`config.mk`:
```
export PLATFORM = sky130hd
export DESIGN_NAME = arm_mem_arb
export DESIGN_NICKNAME = d
export VERILOG_FILES = /design/src/rtl/arm_mem_arb.sv
export SDC_FILE = /design/constraint.sdc
export NUM_CORES = 1
export LEC_CHECK = 0
export ABC_AREA = 1
export BUFFER_PORTS_ARGS = -buffer_cell sky130_fd_sc_hd__buf_2
export CAP_MARGIN = 40
export CORE_ASPECT_RATIO = 0.5
export CORE_MARGIN = 2
export CORE_UTILIZATION = 45
export CTS_CLUSTER_SIZE = 24
export DETAILED_ROUTE_END_ITERATION = 16
export PLACE_DENSITY_LB_ADDON = 0.3
export SYNTH_ARGS = -nofsm -noshare
export SYNTH_HDL_FRONTEND = slang
export SYNTH_SLANG_ARGS = --single-unit
```
`constraint.sdc`:
```
create_clock -name clk -period 2.7 [get_ports clk]
set_input_delay 0.27 -clock clk [delete_from_list [all_inputs] [get_ports clk]]
set_output_delay 0.27 -clock clk [all_outputs]
set_load 0.05 [all_outputs]
```
`src/rtl/arm_mem_arb.sv`:
```
`default_nettype none
// +--------------------------------------------------------------------------+
// | arm_mem_arb: serialises arm6 fetch and data requests onto one sync SRAM.  |
// | Optional macro ARB_FETCH_FIRST_EN services the fetch before the data.     |
// | Revision: 1.0                                                            |
// +--------------------------------------------------------------------------+
module arm_mem_arb #(
    parameter int MEM_AW = 14
) (
    input  logic              clk,
    input  logic              rst,
    input  logic              rom_en,
    input  logic [31:0]       rom_addr,
    input  logic              ram_cen,
    input  logic              ram_wen,
    input  logic [3:0]        ram_flag,
    input  logic [31:0]       ram_addr,
    input  logic [31:0]       ram_wdata,
    output logic              cpu_en,
    output logic [31:0]       rom_data,
    output logic              rom_abort,
    output logic [31:0]       ram_rdata,
    output logic              ram_abort,
    output logic              mem_cen,
    output logic              mem_wen,
    output logic [3:0]        mem_be,
    output logic [MEM_AW-1:0] mem_addr,
    output logic [31:0]       mem_wdata,
    input  logic [31:0]       mem_rdata
);

    localparam logic [2:0] S_IDLE = 3'd0;
    localparam logic [2:0] S_DACC = 3'd1;
    localparam logic [2:0] S_FACC = 3'd2;
    localparam logic [2:0] S_LAST = 3'd3;
    localparam logic [2:0] S_GO   = 3'd4;

    logic [2:0]  state, state_nxt;

    logic        lat_f_req;
    logic [31:0] lat_f_addr;
    logic        lat_d_req;
    logic        lat_d_wen;
    logic [3:0]  lat_d_flag;
    logic [31:0] lat_d_addr;
    logic [31:0] lat_d_wdata;

    logic        f_req, d_req, d_wen;
    logic [3:0]  d_flag;
    logic [31:0] f_addr, d_addr, d_wdata;
    logic        f_oor, d_oor;
    logic        cap_rom, cap_ram;

    logic              cpu_en_nxt;
    logic [31:0]       rom_data_nxt;
    logic              rom_abort_nxt;
    logic [31:0]       ram_rdata_nxt;
    logic              ram_abort_nxt;
    logic              mem_cen_nxt;
    logic              mem_wen_nxt;
    logic [3:0]        mem_be_nxt;
    logic [MEM_AW-1:0] mem_addr_nxt;
    logic [31:0]       mem_wdata_nxt;

    // In IDLE the first slot is prepared straight from the core inputs; every
    // later slot works from the copy latched at the end of IDLE.
    always_comb begin
        if (state == S_IDLE) begin
            f_req   = rom_en;
            f_addr  = rom_addr;
            d_req   = ~ram_cen;
            d_wen   = ram_wen;
            d_flag  = ram_flag;
            d_addr  = ram_addr;
            d_wdata = ram_wdata;
        end else begin
            f_req   = lat_f_req;
            f_addr  = lat_f_addr;
            d_req   = lat_d_req;
            d_wen   = lat_d_wen;
            d_flag  = lat_d_flag;
            d_addr  = lat_d_addr;
            d_wdata = lat_d_wdata;
        end
    end

    assign f_oor = (f_addr >> (MEM_AW + 2)) != 32'd0;
    assign d_oor = (d_addr >> (MEM_AW + 2)) != 32'd0;

    // Capture happens in the slot after an issue, when the SRAM data is valid.
`ifdef ARB_FETCH_FIRST_EN
    assign cap_rom = ((state == S_DACC) && f_req) || ((state == S_LAST) && f_req && !d_req);
    assign cap_ram = (state == S_LAST) && d_req;
`else
    assign cap_ram = ((state == S_FACC) && d_req) || ((state == S_LAST) && d_req && !f_req);
    assign cap_rom = (state == S_LAST) && f_req;
`endif

    always_ff @(posedge clk or negedge rst) begin
        if (!rst) begin
            state <= S_IDLE;
        end else begin
            state <= state_nxt;
        end
    end

    always_comb begin
        state_nxt = S_IDLE;
        case (state)
`ifdef ARB_FETCH_FIRST_EN
            S_IDLE:  state_nxt = f_req ? S_FACC : (d_req ? S_DACC : S_GO);
            S_FACC:  state_nxt = d_req ? S_DACC : S_LAST;
            S_DACC:  state_nxt = S_LAST;
`else
            S_IDLE:  state_nxt = d_req ? S_DACC : (f_req ? S_FACC : S_GO);
            S_DACC:  state_nxt = f_req ? S_FACC : S_LAST;
            S_FACC:  state_nxt = S_LAST;
`endif
            S_LAST:  state_nxt = S_GO;
            S_GO:    state_nxt = S_IDLE;
            default: state_nxt = S_IDLE;
        endcase
    end

    // Output values are computed for the state being entered and registered.
    always_comb begin
        cpu_en_nxt    = 1'b0;
        mem_cen_nxt   = 1'b1;
        mem_wen_nxt   = 1'b1;
        mem_be_nxt    = 4'h0;
        mem_addr_nxt  = mem_addr;
        mem_wdata_nxt = mem_wdata;
        rom_data_nxt  = rom_data;
        rom_abort_nxt = rom_abort;
        ram_rdata_nxt = ram_rdata;
        ram_abort_nxt = ram_abort;
        case (state_nxt)
            S_DACC: begin
                if (!d_oor) begin
                    mem_cen_nxt  = 1'b0;
                    mem_wen_nxt  = d_wen;
                    mem_addr_nxt = d_addr[MEM_AW+1:2];
                    if (d_wen) begin
                        mem_be_nxt = 4'hF;
                    end else begin
                        mem_be_nxt    = d_flag;
                        mem_wdata_nxt = d_wdata;
                    end
                end
            end
            S_FACC: begin
                if (!f_oor) begin
                    mem_cen_nxt  = 1'b0;
                    mem_be_nxt   = 4'hF;
                    mem_addr_nxt = f_addr[MEM_AW+1:2];
                end
            end
            S_GO:    cpu_en_nxt = 1'b1;
            default: ;
        endcase
        if (state == S_IDLE) begin
            if (f_req) rom_abort_nxt = 1'b0;
            if (d_req) ram_abort_nxt = 1'b0;
        end
        if (cap_rom) begin
            rom_abort_nxt = f_oor;
            rom_data_nxt  = f_oor ? 32'd0 : mem_rdata;
        end
        if (cap_ram) begin
            ram_abort_nxt = d_oor;
            if (d_wen) ram_rdata_nxt = d_oor ? 32'd0 : mem_rdata;
        end
    end

    always_ff @(posedge clk or negedge rst) begin
        if (!rst) begin
            cpu_en    <= 1'b0;
            rom_data  <= 32'd0;
            rom_abort <= 1'b0;
            ram_rdata <= 32'd0;
            ram_abort <= 1'b0;
            mem_cen   <= 1'b1;
            mem_wen   <= 1'b1;
            mem_be    <= 4'h0;
            mem_addr  <= '0;
            mem_wdata <= 32'd0;
        end else begin
            cpu_en    <= cpu_en_nxt;
            rom_data  <= rom_data_nxt;
            rom_abort <= rom_abort_nxt;
            ram_rdata <= ram_rdata_nxt;
            ram_abort <= ram_abort_nxt;
            mem_cen   <= mem_cen_nxt;
            mem_wen   <= mem_wen_nxt;
            mem_be    <= mem_be_nxt;
            mem_addr  <= mem_addr_nxt;
            mem_wdata <= mem_wdata_nxt;
        end
    end

    always_ff @(posedge clk or negedge rst) begin
        if (!rst) begin
            lat_f_req   <= 1'b0;
            lat_f_addr  <= 32'd0;
            lat_d_req   <= 1'b0;
            lat_d_wen   <= 1'b1;
            lat_d_flag  <= 4'h0;
            lat_d_addr  <= 32'd0;
            lat_d_wdata <= 32'd0;
        end else if (state == S_IDLE) begin
            lat_f_req   <= rom_en;
            lat_f_addr  <= rom_addr;
            lat_d_req   <= ~ram_cen;
            lat_d_wen   <= ram_wen;
            lat_d_flag  <= ram_flag;
            lat_d_addr  <= ram_addr;
            lat_d_wdata <= ram_wdata;
        end
    end

endmodule
`default_nettype wire

```
Yosys cells after proc, flatten, opt, wreduce, memory -nomap -nowiden
Cells that the tools add are included.
{"block": "totals", "register_bits": 225, "latch_bits": 0, "ram_bits": 0, "rom_bits": 0, "in_bits": 137, "output_inout_bits": 119, "elab_cells": 82, "mem_count": 0}
{"block": "classes", "addsub": 0, "multipliers": 0, "n_div": 0, "n_lt_le_gt_ge": 0, "n_eq_ne": 8, "shift": 0, "muxes": 32, "bitwise_logic": 3, "reduce_logical": 19}
{"op": "32-bit two-way mux", "count": 5}
{"op": "32-bit nonzero test", "count": 2}
{"op": "14-bit two-way mux", "count": 2}
{"op": "14-bit one-hot mux with 2 select lines", "count": 1}
{"op": "4-bit two-way mux", "count": 4}
{"op": "1-bit two-way mux", "count": 15}
{"op": "3-bit one-hot mux with 4 select lines", "count": 1}
{"op": "2-bit nonzero test", "count": 5}
{"op": "3-bit by 2-bit == test with 1-bit output, second input constant", "count": 3}
{"op": "4-bit one-hot mux with 2 select lines", "count": 1}
{"op": "3-bit by 1-bit == test with 1-bit output, second input constant", "count": 2}
{"op": "3-bit two-way mux", "count": 2}
{"op": "2-bit AND reduction", "count": 3}
{"op": "3-bit AND reduction", "count": 2}
{"op": "1-bit logical AND", "count": 4}
{"op": "2-bit inequality test, second input constant", "count": 2}
{"op": "3-bit == test, second input constant", "count": 1}
{"op": "3-bit logical NOT", "count": 1}
{"op": "1-bit inverter", "count": 3}
{"op": "1-bit one-hot mux with 2 select lines", "count": 1}
{"op": "1-bit logical NOT", "count": 1}
{"op": "1-bit logical OR", "count": 1}

Depth between registers and ports, before layout
{"block": "depth", "word_depth": 8, "depth_mapped": 15, "depth_no_buf": 12}

Worst setup path after synthesis
Ideal clock, no wire load.
{"block": "synth_path", "path_kind": "register to register", "startpoint": "reg state[0]", "endpoint": "reg mem_wdata[10]", "setup_ns": 0.119, "arrival_ns": 1.870, "required_ns": 2.581, "path_slack_ns": 0.711, "path_stages_with_launch": 14, "n_path_buf": 3, "period_less_slack_ns": 1.989, "cell_sequence": "dfrtp_1 -> nor2_4 -> nand2_2 -> buf_6 -> buf_4 -> o21ai_1 -> nand2_1 -> nor2_1 -> nand2_1 -> nor2_2 -> nand3_1 -> buf_2 -> nand2_1 -> nand2_1"}
{"block": "synth_between", "elab_chain_len": 7, "elab_cells_between_ends": 18, "cone_classes": "eq/ne: 4; mux: 9; bitwise: 2; reduce/logical: 3"}
{"element": "start, declared", "line": "38", "text": "logic [2:0] state, state_nxt;"}
{"element": "start signal, assigned", "line": "103", "text": "state <= state_nxt;"}
{"element": "3-bit logical NOT", "line": "68, 109"}
{"element": "1-bit two-way mux", "line": "68", "text": "if (state == S_IDLE) begin"}
{"element": "3-bit two-way mux (2 in series)", "line": "115", "text": "S_IDLE: state_nxt = d_req ? S_DACC : (f_req ? S_FACC : S_GO);"}
{"element": "3-bit one-hot mux with 4 select lines", "line": "109", "text": "case (state)"}
{"element": "3-bit by 1-bit == test with 1-bit output", "line": "137", "text": "case (state_nxt)"}
{"element": "3-bit AND reduction (no source line)"}
{"element": "end signal, assigned", "line": "197", "text": "mem_wdata <= mem_wdata_nxt;"}
{"element": "end, declared", "line": "28", "text": "output logic [31:0] mem_wdata,"}
Several ways; a longest one is shown, not always the timed one.
A chain may end at the register's enable or synchronous reset.

Final worst setup path
{"block": "layout_path", "startpoint": "reg state[0]", "endpoint": "reg mem_wdata[9]"}
Same word-level chain as after synthesis.

==> out/results.txt <==
Outcome - complete, no violations
Die Y - 105 um
Worst-path clk slew - 0.07 ns
Layout cells sized above 1 - 0.249
Initial antenna violation count - 1
DRT Pass-1 Iters - 6
Final Worst Setup Slack - 0.303 ns
Global-route wire length before repair - 40.2 mm
I/O Buffers - 251
Dominant synthesized flop cell - dfrtp_1
DRT Wirelength - 24.5 mm
Setup violations, final - 0
CP Max Fanout - 27
Worst endpoint required time - 3.08 ns
Fin crit period - 2.40 ns
Setup TNS - 0 ns
Sequential cell area - 5530 um^2
Worst-margin pin slew - 0.599 ns
Unrepaired setup endpoints after global routing - false
Via density - 5.01
Library cells used by synthesis - 29
#FFs+latches synth - 221
Grt total ovfl - 0
Fin. max-slew vios - 0
Cell Pwr Density - 1090 nW/um^2
Area growth syn-to-layout - 30.0%
Row count - 36
Vias in the first global route - 8317
P_leak - 0.00672 uW
Largest net degree at the start of global routing - 76
Skew final - 0.0178 ns
Pre-CTS WS - 0.182 ns
Final net count - 1492
Multi-input gate area - 3220 um^2
Syn Area/Cell - 8.56 um^2
Startpoint Class - flop
Antenna Nets Post-Route - 0
Maxcap violations - 0
Via count - 8201
Crit path kind - flop to flop
Synth Cell Area - 9200 um^2
Post-DP HPWL - 16.4 mm
Post-synth EDFFs - 0
CTS buffer count - 21
Final core utilization - 0.606
Final period util - 0.888
H-Tree Depth - 1
Clock Path Buffers - 3
Largest area contributor in the netlist - dfrtp_1
Hold Path Class - input pin to flop
Clk root buf - clkbuf_16
Number of fill cells - 1702
Crit end category - flop
Area fraction of the dominant cell type after synthesis - 0.593
Count leader, synth - nand2_1
VDD IR max - 0.615 mV
Post-synthesis instance total - 1074
Die span in x - 206 um
Wire per inst - 14.9 um
Synth top area cells - dfrtp_1 (59%), nand2_1 (21%), nand3_1 (4.3%)
Endpoints failing hold - 0
Relative slew slack - 0.601
Critical Path AT - 2.78 ns
Fmax - 0.417 GHz
Clock latency on the worst-skew pair - 0.50 ns
Register area share after synthesis - 0.602
Top cells by count, synth - nand2_1 (510), dfrtp_1 (218), nand3_1 (79)
Final instance count without filler cells - 1637
GP Congestion - 0.831
DRC - 0
GRT Overall Usage - 0.227
Effective utilization at floorplan - 0.466
DIE AREA - 21700 um^2
Top Ports - 256
Total Power - 13100 uW
CTS tree - done
Sink Count - 221
Async set-reset flop share out of synthesis - 1.00
DP Cell Count - 1555
CORE AREA - 19700 um^2
Setup bufs post-CTS - 0
Initial DRC count - 524
Syn. warnings - 0
Syn Nets - 1211
## stage by stage
step	instance area [um^2]	hold WS (ns)
floorplan	9200	-0.0256
detailed placement	10700	0.281
finish	12000	0.00607
CTS	11900	0.000642
global placement	10700	0.272
global route	12000	0.00970
## critical path, stage by stage, from the launching register on
cell      delay, ns
dfrtp_1        0.45
nor2_4         0.17
buf_4          0.31
nand3b_1       0.11
nand2_1        0.12
nand2_1        0.09
nor2_1         0.12
nand2_1        0.09
nor2_4         0.24
nand3_1        0.14
buf_4          0.26
nand2_1        0.10
nand2_1        0.07
## flip-flops by register name (all words and copies together), names as in the netlist, 3 cells and up
name and cells:
lat_d_addr 30, rom_data 32, lat_d_flag 4, mem_be 4, lat_d_wdata 32, ram_rdata 32
state 3, mem_addr 14, mem_wdata 32, lat_f_addr 30
## cell type report
type | count | share of cell area
clock inverters | 10 | 0.0156
repair buffers | 320 | 0.160
inverters | 49 | 0.0156
clock buffers | 28 | 0.0487
multi-input cells | 742 | 0.269
well taps | 266 | 0.0278
diodes | 1 | 0.000209
flip-flops and latches | 221 | 0.463
## layout by cell type, fill, tap and decap left out, drive strengths merged
cell type | netlist | routed
clkinv | 2 | 3
nand3b | 2 | 2
a21oi | 1 | 1
o21ai | 62 | 62
nand4 | 34 | 34
and2 | 14 | 14
nor2 | 28 | 28
dfstp | 3 | 3
diode | 0 | 1
inv | 47 | 48
o31ai | 2 | 2
dlygate4sd3 | 0 | 43
nand3 | 81 | 81
clkbuf | 27 | 28
a22o | 1 | 1
buf | 35 | 277
bufinv | 0 | 5
clkinvlp | 0 | 3
dfrtp | 218 | 218
or2 | 5 | 5
nand2 | 512 | 512
## layer usage
layer / global-route usage / routed length, um / vias up
li1: - / - / 3941
met1: 0.304 / 10700 / 3954
met2: 0.380 / 11700 / 260
met3: 0.0340 / 1380 / 46
met4: 0.0770 / 664 / 0
met5: 0 / 0 / -
## path summary, 6_finish.rpt
check	cells after the start	slack, ns	end	startpoint
min in group asynchronous	2	0.31	lat_f_addr[10]	rst
max in group asynchronous	3	1.50	mem_wen	rst
setup reg to reg	12	0.30	mem_wdata[9]	state[0]
hold reg to reg	2	0.47	mem_wdata[3]	mem_wdata[3]
hold / removal	3	0.006	ram_rdata[25]	mem_rdata[25]
setup / recovery	12	0.30	mem_wdata[9]	state[0]
## report_power, final
part	switching [uW]	total, uW	internal (uW)	leakage (uW)
Sequential	355	4660	4300	0.00288
Combinational	3710	5130	1420	0.00348
Clock	1270	3270	2000	0.000365
Total	5330	13100	7730	0.00672
## repair_timing
action | in CTS | in global routing
setup endpoints to repair | 0 | 44
hold buffers | 43 | 0
resized for setup | 0 | 4
hold endpoints to repair | 111 | 0
## cells by family (layout without fill, tap and decap cells)
| logic type | after synthesis | count (layout) | synth area share |
|---|---|---|---|
| flops | 221 | 221 | 0.602 |
| buf+inv | 111 | 407 | 0.0529 |
| simple gates | 676 | 676 | 0.309 |
| compound gates | 66 | 66 | 0.0369 |
| other cells | 0 | 1 | 0 |
(Power assumes the default switching activity.)
